<file path="src/rtl/fft_frame_reader.sv">
// Frame reader: once the FIFO holds a full frame, pulls FRAME_LEN samples and
// streams them through a 2-entry skid buffer with valid/ready handshaking.
module fft_frame_reader #(
   parameter int DATA_WIDTH  = 32,
   parameter int DEPTH_WIDTH = 10,
   parameter int FRAME_LEN   = 256
) (
   input  logic                  rd_clk,
   input  logic                  rd_rst,
   input  logic                  enable,
   output logic                  fifo_rd_en,
   input  logic [DATA_WIDTH-1:0] fifo_rd_data,
   input  logic                  fifo_rd_empty,
   input  logic [DEPTH_WIDTH:0]  fifo_rd_water_level,
   output logic [DATA_WIDTH-1:0] m_data,
   output logic                  m_valid,
   input  logic                  m_ready,
   output logic                  m_last,
   output logic                  busy,
   output logic                  frame_done,
   output logic [15:0]           frame_cnt
);
   localparam logic [DEPTH_WIDTH:0] FRAME_LEN_W = (DEPTH_WIDTH+1)'(FRAME_LEN);
   localparam logic [DEPTH_WIDTH:0] LAST_IDX    = (DEPTH_WIDTH+1)'(FRAME_LEN - 1);
   localparam logic [DEPTH_WIDTH:0] CNT_ONE     = (DEPTH_WIDTH+1)'(1);

   typedef enum logic [1:0] {
      IDLE  = 2'd0,
      WAIT  = 2'd1,
      READ  = 2'd2,
      FLUSH = 2'd3
   } state_t;

   state_t                state;
   logic [DATA_WIDTH-1:0] skid0;
   logic [DATA_WIDTH-1:0] skid1;
   logic [1:0]            skid_cnt;
   logic                  in_flight;
   logic [DEPTH_WIDTH:0]  rd_cnt;
   logic [DEPTH_WIDTH:0]  beat_cnt;
   logic                  pop;
   logic                  push;
   logic                  last_beat;
   logic [2:0]            occupancy;

   assign pop       = m_valid & m_ready;
   assign push      = in_flight;
   assign last_beat = pop & (beat_cnt == LAST_IDX);

   // Slot being drained this cycle counts as free, so a steady stream with
   // m_ready high sustains one read per cycle without ever exceeding 2 entries.
   assign occupancy  = {1'b0, skid_cnt} - {2'b00, pop} + {2'b00, in_flight};
   assign fifo_rd_en = (state == READ) & ~fifo_rd_empty & (occupancy < 3'd2);

   assign m_valid = (skid_cnt != 2'd0);
   assign m_data  = skid0;
   assign m_last  = m_valid & (beat_cnt == LAST_IDX);
   assign busy    = (state == READ) | (state == FLUSH);

   // Frame FSM, skid buffer, read/beat counters and completion bookkeeping
   always_ff @(posedge rd_clk) begin
      if (rd_rst) begin
         state      <= IDLE;
         skid0      <= '0;
         skid1      <= '0;
         skid_cnt   <= 2'd0;
         in_flight  <= 1'b0;
         rd_cnt     <= '0;
         beat_cnt   <= '0;
         frame_done <= 1'b0;
         frame_cnt  <= 16'd0;
      end else begin
         in_flight  <= fifo_rd_en;
         frame_done <= 1'b0;

         case ({push, pop})
            2'b10: begin
               if (skid_cnt == 2'd0) skid0 <= fifo_rd_data;
               else                  skid1 <= fifo_rd_data;
               skid_cnt <= skid_cnt + 2'd1;
            end
            2'b01: begin
               skid0    <= skid1;
               skid_cnt <= skid_cnt - 2'd1;
            end
            2'b11: begin
               if (skid_cnt == 2'd1) begin
                  skid0 <= fifo_rd_data;
               end else begin
                  skid0 <= skid1;
                  skid1 <= fifo_rd_data;
               end
            end
            default: ;
         endcase

         if (pop)        beat_cnt <= beat_cnt + CNT_ONE;
         if (fifo_rd_en) rd_cnt   <= rd_cnt + CNT_ONE;

         case (state)
            IDLE: begin
               if (enable) state <= WAIT;
            end
            WAIT: begin
               if (!enable) begin
                  state <= IDLE;
               end else if (fifo_rd_water_level >= FRAME_LEN_W) begin
                  state    <= READ;
                  rd_cnt   <= '0;
                  beat_cnt <= '0;
               end
            end
            READ: begin
               if (fifo_rd_en && (rd_cnt == LAST_IDX)) state <= FLUSH;
            end
            FLUSH: begin
               if (last_beat) begin
                  frame_done <= 1'b1;
                  frame_cnt  <= frame_cnt + 16'd1;
                  state      <= enable ? WAIT : IDLE;
               end
            end
            default: state <= IDLE;
         endcase
      end
   end
endmodule

</file>
<file path="config.mk">
export PLATFORM = sky130hd
export DESIGN_NAME = fft_frame_reader
export DESIGN_NICKNAME = d
export VERILOG_FILES = /design/src/rtl/fft_frame_reader.sv
export SDC_FILE = /design/constraint.sdc
export NUM_CORES = 1
export LEC_CHECK = 0
export ABC_AREA = 1
export ABC_CLOCK_PERIOD_IN_PS = 8800
export CORE_MARGIN = 10
export CORE_UTILIZATION = 50
export CTS_CLUSTER_DIAMETER = 100
export DETAILED_ROUTE_END_ITERATION = 10
export PLACE_DENSITY = 0.78
export SYNTH_ARGS = -nofsm -noshare
export SYNTH_HDL_FRONTEND = slang
export SYNTH_SLANG_ARGS = --single-unit
</file>
<file path="constraint.sdc">
create_clock -name rd_clk -period 8.8 [get_ports rd_clk]
set_input_delay 1.76 -clock rd_clk [delete_from_list [all_inputs] [get_ports rd_clk]]
set_output_delay 1.76 -clock rd_clk [all_outputs]
set_load 0.01 [all_outputs]
</file>
Word level (Yosys, flattened, before mapping). Index checks and enable logic that the tools add are counted.

Flip-flop bits (word level): 108. Bits of input ports: 48.

Add/subtract/negate cells: 7. Bitwise operators: 8. Mux-type cells: 23. Reductions and logical operators: 12. Equality and inequality tests: 16. Order comparisons: 2.

Operator list (number): 2-to-1 mux 32 bit (4); case mux 32 bit (3 select lines) (1); 2-to-1 mux 11 bit (8); case mux 32 bit (2 select lines) (1); adder 11 x 1 -> 11 bit (second input constant) (2); equality test 11 x 8 -> 1 bit (second input constant) (2); adder 16 x 1 -> 16 bit (second input constant) (1); greater-or-equal comparator 11 x 9 -> 1 bit (second input constant) (1); 2-to-1 mux 2 bit (5); inequality test 2 bit (second input constant) (5); equality test 2 bit (second input constant) (4); case mux 2 bit (4 select lines) (1); equality test 2 x 1 -> 1 bit (second input constant) (3); nonzero test 2 bit (3); AND 1 bit (5); logical NOT 2 bit (2); case mux 2 bit (2 select lines) (1); AND reduction 2 bit (2); AND reduction 4 bit (1); adder 3 x 1 -> 3 bit (1); less-than comparator 3 x 2 -> 1 bit (second input constant) (1); inequality test 3 bit (second input constant) (1); AND reduction 3 bit (1); nonzero test 3 bit (1); other kinds (9) (11).

Longest topological paths before layout. Gate-level depths: netlist of run 1.

Depth after elaboration: 10. Gate-level depth with buffers: 19. Mapped depth without buffers: 18.

Worst setup path before layout of run 1. Ideal clock, no wire load.

Path type: in2out. Start point: input m_ready. End point: output fifo_rd_en. Arrival time: 3.261 ns. Path slack: 3.779 ns. Cell stages on the path: 10. Buffers on the path: 1. Required time: 7.040 ns. Cell sequence: nand2_2 ha_1 nor2_1 inv_1 fa_1 inv_1 nor2_1 nand2_1 nor2b_1 buf_4.

Longest elaborated chain between the ends: 5.

Ends and longest elaborated chain: start, declared (RTL line 17) `input logic m_ready,`; AND 1 bit (RTL line 46) `assign pop = m_valid & m_ready;`; subtractor 2 x 1 -> 3 bit (RTL line 52) `assign occupancy = {1'b0, skid_cnt} - {2'b00, pop} + {2'b00, in_flight};`; adder 3 x 1 -> 3 bit (RTL line 52); less-than comparator 3 x 2 -> 1 bit (RTL line 53) `assign fifo_rd_en = (state == READ) & ~fifo_rd_empty & (occupancy < 3'd2);`; AND 1 bit (RTL line 53); end, declared (RTL line 11) `output logic fifo_rd_en,`.

Every way passes these cells.

Worst setup path after layout of run 1. Same ends and word-level chain as after synthesis.

==> qor.txt, run 1 <==
status = finished clean
Commonest cells post-synth = dfxtp_1, nand2_1, o21ai_0, nor2_1, a21oi_1
register area share after synthesis = 0.440
Post-CTS Setup Bufs = 0
DR vias = 4495
largest cells by area after synthesis = dfxtp_1, o21ai_0, nand2_1, a21oi_1, nor2_1
WL final = 11.9 mm
CTS buffer count = 9
Synth Cell Area = 0.00492 mm2
worst hold start = rd_cnt[9]
proportion of layout cells with a drive suffix above 1 = 0.0565
top cell type's share of synthesized area = 0.440
Arrival @ worst endpoint = 4.83 ns
CP Launch Type = input pin
Post-synth EDFFs = 0
Hold Crit Depth = 2
worst-case clock buffer depth = 2
peak supply drop = 0.182 mV
Synth async-reset ratio = 0
Post-CTS Hold Fix Bufs = 0
Hold Vio Cnt, Final = 0
Peak Freq = 0.152 GHz
syn avg cell area = 7.39 um2
RSZ-0062 raised after global routing = false
Final Cell Area = 0.00604 mm2
ant diodes = 0
Rows = 36
Placed Area = 0.00588 mm2
FF-to-FF Start = skid_cnt[1]
path category of the worst min-delay check = register to register
worst-path maximum fanout = 9
setup_tns = 0 ns
synthesis warning total = 0
M2 GR Usage = 0.280
H-tree depth = 3
routability cong. = 0.874
CTS tree = built
period utilization = 0.749
post-synth top area cell = dfxtp_1
internal reg-to-reg setup slack = 5.50 ns
largest net degree at the start of global routing = 76
worst skew pair latency = 0.37 ns
crit end category = output port
worst r2r dst = rd_cnt[6]
initial antenna violation count = 0
initial DRC count = 286
Worst-Margin Slew = 0.993 ns
met3 Use GR = 0.0666
wire per inst = 13.5 um
LEAKAGE = 2.40 nW
die area = 0.0142 mm2
syn nets = 721
max-slew violation count = 0
Syn-to-layout area delta = 22.8%
Synth Instances = 666
Setup Viol. Count Final = 0
Nets = 795
Req. time, crit path = 7.04 ns
post-synthesis cell type count = 32
HPWL after DPL = 8.45 mm
register area = 0.00216 mm2
Reg clk slew, reported paths = 0.10 ns
reg2reg path depth = 15
hold endpoint = rd_cnt[9]
max-cap violations = 0
drt first pass iters = 4
num ports = 101
Slew headroom = 0.336
die extent in x = 119 um
busiest layer in global routing = met2
skew final = 0.0104 ns
grt ovf = 0
post-synthesis sequential element count = 108
Die Y = 119 um
Starting Density = 0.508
area of the core = 0.00968 mm2
Tmin final = 6.59 ns
PD cells = 196 mW/mm2
Setup CP Type = input pin to output port
post-layout util = 0.624
GR Util met1 = 0.193
gr usage total = 0.167
IO buf count = 92
clock net sink count = 108
vias in the first global route = 4493
post_cts resized = 0
Main synth FF type = dfxtp_1
clk root buf = clkbuf_8
Post-DRT Antenna Nets = 0
multi-input logic area = 0.00237 mm2
DRC = 0
first-pass GRT wire length = 20.5 mm
Vias per Instance = 5.13
filler instances = 883
## cell usage in the layout (no fill, tap or decap), types with 2 or more instances in the layout
| cell | synthesis | routed |
|---|---|---|
| nor3b_1 | 2 | 2 |
| ha_1 | 6 | 6 |
| nor2_4 | 2 | 2 |
| nand4_1 | 8 | 8 |
| buf_4 | 2 | 2 |
| inv_1 | 60 | 59 |
| o21ai_1 | 2 | 2 |
| nand2_1 | 108 | 107 |
| dfxtp_1 | 108 | 108 |
| or2_2 | 3 | 3 |
| o21ai_0 | 85 | 85 |
| mux2i_1 | 15 | 15 |
| nor2_2 | 6 | 6 |
| nand3_1 | 25 | 25 |
| clkbuf_8 | 0 | 9 |
| xnor2_1 | 6 | 6 |
| clkinv_2 | 0 | 2 |
| nand2_2 | 4 | 5 |
| a21oi_1 | 71 | 71 |
| inv_2 | 4 | 4 |
| clkdlybuf4s50_1 | 0 | 92 |
| o211ai_1 | 2 | 2 |
| nor2_1 | 83 | 83 |
| nand3_2 | 4 | 4 |
| nor3_1 | 15 | 15 |
| xor2_1 | 10 | 10 |
## worst max path at each step
| stage | start | to | depth (start not counted) |
|---|---|---|---|
| final | m_ready | fifo_rd_en | 11 |
| after global routing | m_ready | fifo_rd_en | 11 |
| after CTS | m_ready | fifo_rd_en | 11 |
| after detailed placement | m_ready | fifo_rd_en | 11 |
| after global placement | m_ready | fifo_rd_en | 11 |
| after floorplan | m_ready | fifo_rd_en | 10 |
## registers in the layout, indices dropped and copies added (netlist names), named ones only
signal      cells
m_data         32
rd_cnt         11
skid_cnt        2
frame_done      1
state           1
beat_cnt       11
skid1          32
frame_cnt      16
in_flight       1
## area by class of cell
| cell class | count | area share |
|---|---|---|
| Clock inverter | 5 | 0.00621 |
| Clock buffer | 10 | 0.0211 |
| Sequential cell | 108 | 0.358 |
| Tap cell | 133 | 0.0275 |
| Multi-Input combinational cell | 463 | 0.393 |
| Inverter | 64 | 0.0398 |
| Timing Repair Buffer | 94 | 0.155 |
## metal layers
metal	up-vias	wire length, um
met4	0	127
met3	10	904
li1	2326	-
met1	2059	5270
met5	-	0
met2	100	5570
## logic make-up (layout without fill, tap and decap cells)
family                   count (synthesis)  after routing  share of synthesized area
AO/OA/AOI/OAI                          162            162                      0.167
AND/OR/NAND/NOR                        263            263                      0.235
XOR/XNOR                                16             16                     0.0285
buffers and inverters                   95            173                     0.0801
multiplexers                            15             15                     0.0305
flip-flops                             108            108                      0.440
adder cells (fa/ha/maj)                  7              7                     0.0193
## critical path: stages
cell             delay (ns)
clkdlybuf4s50_1        0.52
nand2_2                0.13
ha_1                   0.31
nor2_1                 0.17
inv_1                  0.07
fa_1                   0.47
inv_1                  0.04
nor2_1                 0.15
nand2_1                0.08
nor2b_1                0.47
clkdlybuf4s50_1        0.65
## through the flow
step,total power [W],instances,worst slack (ns),hold WS (ns)
after global routing,0.00125,877,2.01,0.500
after floorplan,0.000774,666,3.78,0.439
after CTS,0.00120,877,2.21,0.474
after detailed placement,0.000922,862,2.24,0.458
after global placement,0.000911,862,2.30,0.448
final,0.00118,877,2.21,0.471
## report_power, final
| group | switching, W | internal [W] |
|---|---|---|
| Combinational | 0.000177 | 0.000155 |
| Sequential | 0.0000336 | 0.000544 |
| Clock | 0.000168 | 0.000104 |
Power figures use the tool's default switching activity.
==> run 2: changes to the inputs <==
- ABC_CLOCK_PERIOD_IN_PS: 8800 -> 6000
- CORE_UTILIZATION: 50 -> 46
- PLACE_DENSITY: 0.78 -> 0.76
- clock period: 8.8 -> 6 ns (I/O delays scaled with it)
==> run 2 against run 1 <==
  * Total power grew 49%
  * Critical path depth grew 1
  * Clock skew grew 0.0046 ns
  * Wire length grew 0.40%
  * Cell area grew 0.66%
  * Worst hold slack gained 0.0084 ns
  * Count of clock-buffer cells in the layout grew 1
  * Critical endpoint unchanged
  * Largest power group unchanged
==> qor.txt, run 2 (same netlist as run 1, synthesis figures left out) <==
Post-DRT Antenna Nets = 0 (unchanged)
Req. time, crit path = 4.80 ns (was 7.04 ns)
Starting Density = 0.474 (was 0.508)
HPWL after DPL = 8.40 mm (was 8.45 mm)
Post-CTS Hold Fix Bufs = 0 (unchanged)
first-pass GRT wire length = 20.4 mm (was 20.5 mm)
PD cells = 290 mW/mm2 (was 196 mW/mm2)
CTS buffer count = 9 (unchanged)
worst-path maximum fanout = 9 (unchanged)
area of the core = 0.0104 mm2 (was 0.00968 mm2)
worst-case clock buffer depth = 2 (unchanged)
Setup Viol. Count Final = 0 (unchanged)
sequential fraction of design power = 0.481 (was 0.489)
Slew headroom = 0.329 (was 0.336)
skew final = 0.0150 ns (was 0.0104 ns)
Arrival @ worst endpoint = 3.94 ns (was 4.83 ns)
Post-CTS Setup Bufs = 0 (unchanged)
path category of the worst min-delay check = register to register (unchanged)
Nets = 796 (was 795)
max-cap violations = 0 (unchanged)
die extent in x = 123 um (was 119 um)
max-slew violation count = 0 (unchanged)
post-layout util = 0.587 (was 0.624)
initial antenna violation count = 0 (unchanged)
post_cts resized = 0 (unchanged)
Hold Vio Cnt, Final = 0 (unchanged)
WL final = 11.9 mm (about the same)
FF-to-FF Start = skid_cnt[1] (unchanged)
period utilization = 0.857
internal reg-to-reg setup slack = 2.98 ns (was 5.50 ns)
Peak Freq = 0.195 GHz
drt first pass iters = 4 (unchanged)
DR vias = 4505 (was 4495)
Vias per Instance = 5.11 (was 5.13)
num ports = 101 (unchanged)
proportion of layout cells with a drive suffix above 1 = 0.0603 (was 0.0565)
Tmin final = 5.14 ns
wire per inst = 13.5 um (about the same)
Sw Pwr = 0.000558 W (was 0.000379 W)
Placed Area = 0.00589 mm2 (was 0.00588 mm2)
Syn-to-layout area delta = 23.7% (was 22.8%)
RSZ-0062 raised after global routing = false (unchanged)
Setup CP Type = input pin to output port (unchanged)
vias in the first global route = 4381 (was 4493)
DRC = 0 (unchanged)
H-tree depth = 3 (unchanged)
Reg clk slew, reported paths = 0.11 ns (was 0.10 ns)
LEAKAGE = 2.43 nW (was 2.40 nW)
CP Launch Point = m_ready (unchanged)
setup_tns = 0 ns (unchanged)
crit end category = output port (unchanged)
worst hold start = rd_cnt[9] (unchanged)
most frequent cells in the layout = dfxtp_1, nand2_1, clkdlybuf4s50_1 (unchanged)
Worst-Margin Slew = 1.00 ns (was 0.993 ns)
Rows = 37 (was 36)
routability cong. = 0.895 (was 0.874)
commonest non-fill, non-tap cell in the layout = dfxtp_1 (unchanged)
worst skew pair latency = 0.37 ns (about the same)
Die Y = 123 um (was 119 um)
overall power = 0.00176 W (was 0.00118 W)
internal power = 0.00121 W (was 0.000803 W)
status = finished clean (unchanged)
CP Launch Type = input pin (unchanged)
grt ovf = 0 (unchanged)
initial DRC count = 267 (was 286)
ant diodes = 0 (unchanged)
Final Cell Area = 0.00608 mm2 (was 0.00604 mm2)
gr usage total = 0.160 (was 0.167)
die area = 0.0152 mm2 (was 0.0142 mm2)
Comb power frac = 0.275 (was 0.281)
Clk pwr share = 0.244 (was 0.230)
clock net sink count = 108 (unchanged)
CTS tree = built (unchanged)
switch share = 0.316 (was 0.320)
peak supply drop = 0.195 mV (was 0.182 mV)
IO buf count = 92 (unchanged)
Hold WS = 0.479 ns (was 0.471 ns)
largest net degree at the start of global routing = 77 (was 76)
clk root buf = clkbuf_8 (unchanged)
run 2: cell types whose count changed in the layout (fill, tap and decap cells not counted):
| cell | previous run | this run |
|---|---|---|
| clkbuf_8 | 9 | 11 |
| clkbuf_1 | 1 | 0 |
| buf_4 | 2 | 3 |
| clkinv_2 | 2 | 1 |
| clkinv_4 | 0 | 2 |
| clkinvlp_4 | 1 | 0 |
run 2: path summary, 6_finish.rpt:
| check | end | depth (start not counted) |
|---|---|---|
| setup reg to reg | state[0] | 19 |
| hold / removal | rd_cnt[9] | 2 |
| setup / recovery | fifo_rd_en | 12 |
| hold reg to reg | rd_cnt[9] | 2 |
run 2: power groups by stage:
stage | sequential (W) | combinational (W) | clock, W
floorplan | 0.000883 | 0.000252 | 0
global placement | 0.000860 | 0.000477 | 0
detailed placement | 0.000863 | 0.000488 | 0
CTS | 0.000848 | 0.000492 | 0.000444
global route | 0.000858 | 0.000545 | 0.000471
finish | 0.000848 | 0.000485 | 0.000431
run 2: layer usage:
layer / routed length [um] / GRT usage / up-vias / share of wire
li1: - / - / 2331 / -
met1: 5240 / 0.193 / 2069 / 0.44
met2: 5660 / 0.262 / 94 / 0.47
met3: 885 / 0.0565 / 11 / 0.074
met4: 132 / 0.0451 / 0 / 0.011
met5: 0 / 0 / - / 0
run 2: per-stage QoR:
step	setup slack, ns	cells
3_5_place_dp	0.867	866
6_report	0.860	882
3_3_place_gp	0.916	866
2_1_floorplan	2.10	666
4_1_cts	0.856	882
5_1_grt	0.639	882
run 2: worst max-delay path, cell delays in order:
cell and delay, ns:
clkdlybuf4s50_1 0.51, nand2_2 0.13, ha_1 0.32, nor2_1 0.14
inv_1 0.07, fa_1 0.48, inv_1 0.04, nor2_1 0.14
nand2_1 0.07, nor2b_1 0.12, buf_4 0.17, clkdlybuf4s50_1 0.55
run 2: layout make-up:
| type | instances | area (um2) |
|---|---|---|
| clock inverters | 5 | 42.5 |
| fillers | 963 | 4290 |
| well taps | 136 | 170 |
| repair buffers | 95 | 943 |
| inverters | 64 | 240 |
| clock buffers | 11 | 151 |
| multi-input cells | 463 | 2370 |
| flip-flops and latches | 108 | 2160 |
